## src/rtl/hpdcache_pkg.sv

```systemverilog
// Shared directory types and arbiter mode selection for the HPDcache directory path.
package hpdcache_pkg;

  typedef enum logic {
    ARB_RR   = 1'b0,
    ARB_PRIO = 1'b1
  } hpdcache_dir_arb_mode_e;

  localparam int unsigned HPDCACHE_DIR_WAYS    = 4;
  localparam int unsigned HPDCACHE_DIR_ADDR_W  = 8;
  localparam int unsigned HPDCACHE_DIR_ENTRY_W = 8;

  typedef logic [HPDCACHE_DIR_ADDR_W-1:0]  dir_addr_t;
  typedef logic [HPDCACHE_DIR_WAYS-1:0]    way_vector_t;
  typedef logic [HPDCACHE_DIR_ENTRY_W-1:0] dir_entry_t;

  // One directory command as seen by the directory controller.
  typedef struct packed {
    dir_addr_t                           addr;
    way_vector_t                         cs;
    way_vector_t                         we;
    dir_entry_t [HPDCACHE_DIR_WAYS-1:0]  wentry;
  } dir_req_t;

endpackage

```

## src/rtl/hpdcache_dir_arb_age.sv

```systemverilog
// Saturating wait counter for one requester; flags the requester as starving at MaxStall.
module hpdcache_dir_arb_age #(
  parameter int unsigned MaxStall = 8
) (
  input  logic clk,
  input  logic rst_n,
  input  logic valid,
  input  logic grant,
  input  logic stall,
  output logic starving
);

  localparam int unsigned AgeW = $clog2(MaxStall + 1);

  logic [AgeW-1:0] age_q;

  // Count cycles spent waiting; a stalled directory does not age anyone.
  always_ff @(posedge clk or negedge rst_n) begin
    if (!rst_n) begin
      age_q <= '0;
    end else if (!valid || grant) begin
      age_q <= '0;
    end else if (!stall && (age_q != AgeW'(MaxStall))) begin
      age_q <= age_q + AgeW'(1);
    end
  end

  assign starving = valid && (age_q == AgeW'(MaxStall));

endmodule

```

## src/rtl/hpdcache_dir_access_arb.sv

```systemverilog
// N-requester arbiter in front of the directory SRAM: one command per cycle,
// per-requester read-response strobe one cycle after a granted read.
module hpdcache_dir_access_arb
  import hpdcache_pkg::*;
#(
  parameter int unsigned            NumReq   = 2,
  parameter int unsigned            NumWays  = 4,
  parameter hpdcache_dir_arb_mode_e ArbMode  = ARB_RR,
  parameter int unsigned            MaxStall = 8,
  parameter type hpdcache_dir_addr_t   = dir_addr_t,
  parameter type hpdcache_way_vector_t = logic [NumWays-1:0],
  parameter type hpdcache_dir_entry_t  = dir_entry_t
) (
  input  logic                                           clk_i,
  input  logic                                           rst_ni,
  input  logic                 [NumReq-1:0]              req_valid_i,
  output logic                 [NumReq-1:0]              req_ready_o,
  input  hpdcache_dir_addr_t   [NumReq-1:0]              req_addr_i,
  input  hpdcache_way_vector_t [NumReq-1:0]              req_cs_i,
  input  hpdcache_way_vector_t [NumReq-1:0]              req_we_i,
  input  hpdcache_dir_entry_t  [NumReq-1:0][NumWays-1:0] req_wentry_i,
  input  logic                                           dir_stall_i,
  output hpdcache_dir_addr_t                             dir_addr_o,
  output hpdcache_way_vector_t                           dir_cs_o,
  output hpdcache_way_vector_t                           dir_we_o,
  output hpdcache_dir_entry_t  [NumWays-1:0]             dir_wentry_o,
  output logic                 [NumReq-1:0]              rsp_valid_o,
  output logic                                           starve_o
);

  localparam int unsigned IdxW = (NumReq > 1) ? $clog2(NumReq) : 1;

  logic [IdxW-1:0]   ptr_q;
  logic [IdxW-1:0]   winner;
  logic [NumReq-1:0] starving;
  logic [NumReq-1:0] rsp_valid_q;
  logic              grant_en;
  logic              is_read;

  // Age counters exist only in fixed-priority mode; round-robin cannot starve.
  if (ArbMode == ARB_PRIO) begin : g_age
    for (genvar gi = 0; gi < NumReq; gi++) begin : g_req
      hpdcache_dir_arb_age #(
        .MaxStall(MaxStall)
      ) u_age (
        .clk      (clk_i),
        .rst_n    (rst_ni),
        .valid    (req_valid_i[gi]),
        .grant    (req_ready_o[gi]),
        .stall    (dir_stall_i),
        .starving (starving[gi])
      );
    end
  end else begin : g_no_age
    assign starving = '0;
  end

  // Pick the winner: round-robin from ptr_q, or lowest starving else highest valid index.
  always_comb begin
    int idx;
    idx    = 0;
    winner = '0;
    if (ArbMode == ARB_RR) begin
      for (int k = int'(NumReq) - 1; k >= 0; k--) begin
        idx = int'(ptr_q) + k;
        if (idx >= int'(NumReq)) idx = idx - int'(NumReq);
        if (req_valid_i[IdxW'(idx)]) winner = IdxW'(idx);
      end
    end else begin
      for (int k = 0; k < int'(NumReq); k++) begin
        if (req_valid_i[IdxW'(k)]) winner = IdxW'(k);
      end
      if (|starving) begin
        for (int k = int'(NumReq) - 1; k >= 0; k--) begin
          if (starving[IdxW'(k)]) winner = IdxW'(k);
        end
      end
    end
  end

  // Grant and SRAM command; strobes are gated off when idle, stalled or in reset.
  always_comb begin
    grant_en     = rst_ni & ~dir_stall_i & (|req_valid_i);
    req_ready_o  = grant_en ? (NumReq'(1) << winner) : '0;
    dir_addr_o   = req_addr_i[winner];
    dir_wentry_o = req_wentry_i[winner];
    dir_cs_o     = grant_en ? req_cs_i[winner] : '0;
    dir_we_o     = grant_en ? req_we_i[winner] : '0;
    is_read      = |(req_cs_i[winner] & ~req_we_i[winner]);
    starve_o     = grant_en & starving[winner];
  end

  // Round-robin pointer moves just past the requester that was served.
  always_ff @(posedge clk_i or negedge rst_ni) begin
    if (!rst_ni) begin
      ptr_q <= '0;
    end else if ((ArbMode == ARB_RR) && grant_en) begin
      ptr_q <= (winner == IdxW'(NumReq - 1)) ? '0 : winner + IdxW'(1);
    end
  end

  // Tag the next cycle's SRAM read data with the requester that issued the read.
  always_ff @(posedge clk_i or negedge rst_ni) begin
    if (!rst_ni) begin
      rsp_valid_q <= '0;
    end else begin
      rsp_valid_q <= req_ready_o & {NumReq{is_read}};
    end
  end

  assign rsp_valid_o = rsp_valid_q;

  // Requesters must keep a pending request and its payload stable until granted.
  for (genvar gi = 0; gi < NumReq; gi++) begin : g_chk
    assert property (@(posedge clk_i) disable iff (!rst_ni)
      (req_valid_i[gi] && !req_ready_o[gi]) |=>
        (req_valid_i[gi] && $stable(req_addr_i[gi]) && $stable(req_cs_i[gi]) &&
         $stable(req_we_i[gi]) && $stable(req_wentry_i[gi])));
    assert property (@(posedge clk_i) disable iff (!rst_ni)
      req_valid_i[gi] |-> (req_cs_i[gi] != '0));
  end

endmodule

```

## config.mk

```make
export PLATFORM = sky130hd
export DESIGN_NAME = hpdcache_dir_access_arb
export DESIGN_NICKNAME = d
export VERILOG_FILES = /design/src/rtl/hpdcache_pkg.sv /design/src/rtl/hpdcache_dir_arb_age.sv /design/src/rtl/hpdcache_dir_access_arb.sv
export SDC_FILE = /design/constraint.sdc
export NUM_CORES = 1
export LEC_CHECK = 0
export BUFFER_PORTS_ARGS = -buffer_cell sky130_fd_sc_hd__buf_2
export CAP_MARGIN = 20
export CORE_MARGIN = 10
export CORE_UTILIZATION = 23
export DETAILED_ROUTE_END_ITERATION = 8
export MAX_ROUTING_LAYER = met4
export PLACE_DENSITY = 0.72
export SYNTH_ARGS = -nofsm -noshare
export SYNTH_HDL_FRONTEND = slang
export SYNTH_SLANG_ARGS = --single-unit
```

## constraint.sdc

```tcl
create_clock -name clk_i -period 2.5 [get_ports clk_i]
set_clock_uncertainty 0.2 [all_clocks]
set_input_delay 0.125 -clock clk_i [delete_from_list [all_inputs] [get_ports clk_i]]
set_output_delay 0.125 -clock clk_i [all_outputs]
set_load 0.02 [all_outputs]
```

==> flow_summary.json <==
{
  "outcome": "complete, no violations",
  "dr.pass1.iters": 4,
  "setup_viol": 0,
  "worst_ep_arrival_time_ns": 1.72,
  "diodes": 0,
  "met1Wirelength_mm": 1.89,
  "routed.top_layer": "met4",
  "synth_top_area_frac": 0.614,
  "critical_path_class": "flop to output pin",
  "ys_seq_area_frac": 0.0897,
  "async_flop_share": 1.00,
  "internal_power_uw": 303,
  "start_util": 0.245,
  "post_cts_buffers": 0,
  "synth_nets": 282,
  "nets": 434,
  "crit_required_ns": 2.17,
  "synth.distinct_cells": 19,
  "p_per_area_nw_per_um2": 389,
  "crit_top_cell": "nand2_1",
  "wl_per_cell_um": 13.0,
  "r2r-end": "rsp_valid_o[1]$_DFF_PN0_",
  "p_leak_nw": 1.17,
  "grt_pass1_vias": 1602,
  "swShare": 0.531,
  "ant_nets": 0,
  "start_kind": "flop",
  "wirelength_mm": 4.93,
  "timing.rr.start": "ptr_q$_DFFE_PN0P_",
  "yosys_warnings": 0,
  "cts_sinks": 3,
  "grt_antenna_before_repair": 0,
  "tns_ns": 0,
  "synth_seq_cells": 3,
  "grt_max_degree": 25,
  "final_util": 0.485,
  "htreeDepth": 1,
  "cts_tree": "yes",
  "area_delta_synth_final_pct": 97.9,
  "die_h_um": 80.3,
  "slowest_stage": "nand2_1",
  "min_to": "rsp_valid_o[0]$_DFF_PN0_",
  "fin_crit_sh": 0.818,
  "wl_met2_mm": 2.42,
  "yosysMostFrequentCell": "nand2_1",
  "gr-total-overflow": 0,
  "setup.worst_path.end_class": "output pin",
  "track_usage": 0.142,
  "fmax_ghz": 0.489,
  "hold_class": "primary input to flop",
  "worstSkewPairLatency_ns": 0.23,
  "syn-instance-count": 181,
  "p_sw_uw": 342,
  "synth-edff-count": 0,
  "synth-main-ff-cell": "dfrtp_1",
  "clockBufferDepth": 2,
  "dp_hpwl_mm": 4.32,
  "core_um2": 3420,
  "rsz0062_at_grt": "false",
  "slew_headroom": 0.629,
  "cpPeakStageDelay_ns": 0.43,
  "syn-cell-area_um2": 837,
  "drcViolationCount": 0,
  "rr_worst_depth": 3,
  "port-buffer-count": 152,
  "clkTransAtPathRegs_ns": 0.03,
  "cts_buffers": 3,
  "pin_count": 154,
  "fin_crit_ns": 2.05,
  "ys_top_cells_by_count": "137 x nand2_1, 9 x a21oi_1, 7 x inv_1",
  "synth_area_per_cell_um2": 4.62,
  "rows": 21,
  "via_per_inst": 4.13,
  "synth_top_area_cell": "nand2_1",
  "p_comb_frac": 0.786,
  "drt_iter0_drc": 40,
  "min_path_cells": 3,
  "layout-drive-gt1-share": 0.485,
  "cts-root-buf": "clkbuf_4",
  "finalHoldViolCount": 0,
  "num_vias": 1561,
  "die_w_um": 80.3,
  "postPlaceCellArea_um2": 1610,
  "synthTopCellsByArea": "nand2_1 61%, dfrtp_1 9.0%, a21oi_1 5.4%, buf_6 4.0%, inv_1 3.1%",
  "maxCapViolations": 0,
  "cp_max_fo": 24,
  "ir_drop_v": 0.000167,
  "place_congestion": 0.904,
  "met3_length_um": 583,
  "fin_hold_ws_ns": 0.00179,
  "p_clk_frac": 0.128,
  "worst_pin_slew_ns": 0.555,
  "slew_viol_final": 0,
  "r2r_slack_ns": 1.18,
  "crit_path_cell_trace": "nand2_1, buf_4, nand2_1, nand2_1, buf_2",
  "seqPwrFrac": 0.087,
  "grt_pass1_wl_mm": 7.31,
  "min_from": "req_cs_i[1]",
  "totalPowerFinal_uw": 645,
  "final_area_um2": 1660,
  "die_area_um2": 6450
}
-- critical path: cells and delay by family (launching register included) --
kind                   cells  cell delay (ns)
AND/OR/NAND/NOR            3             0.59
flip-flops                 1             0.38
buffers and inverters      2             0.52
-- area by class of cell --
type	count	area, µm²
inverters	7	26.3
well taps	46	57.6
flip-flops and latches	3	75.1
repair buffers	158	811
clock buffers	4	26.3
fillers	379	1760
multi-input cells	160	661
-- through the flow --
stage               instances  worst slack (ns)
CTS                       378             0.419
global route              378             0.313
floorplan                 181              1.06
detailed placement        372             0.672
global placement          372             0.731
finish                    378             0.454
-- state kept, by name, summed over array words and instances, names as in the netlist --
signal       cells
rsp_valid_o      2
ptr_q            1
-- layout by cell type, fill, tap and decap left out --
cell type	Yosys	layout
a21oi_1	9	9
a22oi_1	1	1
a311oi_1	1	1
and2_1	1	1
buf_2	3	152
buf_4	2	4
clkbuf_1	3	1
clkbuf_4	0	3
conb_1	1	1
dfrtp_1	3	3
dlygate4sd3_1	0	2
inv_1	7	7
mux2i_1	1	1
nand2_1	137	137
nand2b_1	3	3
nor2_1	1	1
nor2_4	1	1
o21a_1	1	1
o21bai_2	1	1
o22ai_1	2	2
-- what timing repair did --
item / 4_1_cts / 5_1_grt
hold endpoints to repair: 4 / 0
resized for setup: 0 / 0
hold buffers: 2 / 0
-- cells by family (layout without fill, tap and decap cells) --
group / after synthesis / in the layout / synth area share
AND/OR/NAND/NOR: 143 / 143 / 0.662
other: 1 / 1 / 0.00448
multiplexers: 1 / 1 / 0.0120
AO/OA/AOI/OAI: 15 / 15 / 0.111
buffers and inverters: 18 / 169 / 0.121
flip-flops: 3 / 3 / 0.0897
-- power groups by stage --
stage	Clock, mW	Combinational, mW	Sequential (mW)
after global routing	0.0937	0.562	0.0565
after CTS	0.0878	0.516	0.0559
after floorplan	0	0.313	0.0578
after detailed placement	0	0.512	0.0565
final	0.0825	0.507	0.0558
after global placement	0	0.509	0.0559
-- per-layer routing --
| metal | vias to the layer above | track usage |
|---|---|---|
| met4 | 0 | 0.0475 |
| met2 | 91 | 0.246 |
| li1 | 846 | - |
| met3 | 2 | 0.0479 |
| met5 | - | - |
| met1 | 622 | 0.146 |
-- how the worst max path moves through the flow --
stage                                  from               end  slack, ns  cells past startpoint
after CTS                 ptr_q$_DFFE_PN0P_     dir_addr_o[2]       0.42                      5
after global routing      ptr_q$_DFFE_PN0P_  dir_wentry_o[11]       0.31                      5
after detailed placement  ptr_q$_DFFE_PN0P_     dir_addr_o[2]       0.67                      5
after global placement    ptr_q$_DFFE_PN0P_     dir_addr_o[2]       0.73                      5
final                     ptr_q$_DFFE_PN0P_     dir_addr_o[2]       0.45                      5
after floorplan           ptr_q$_DFFE_PN0P_       dir_cs_o[0]       1.06                      4
Note: power is estimated with default switching activity, not from simulation.
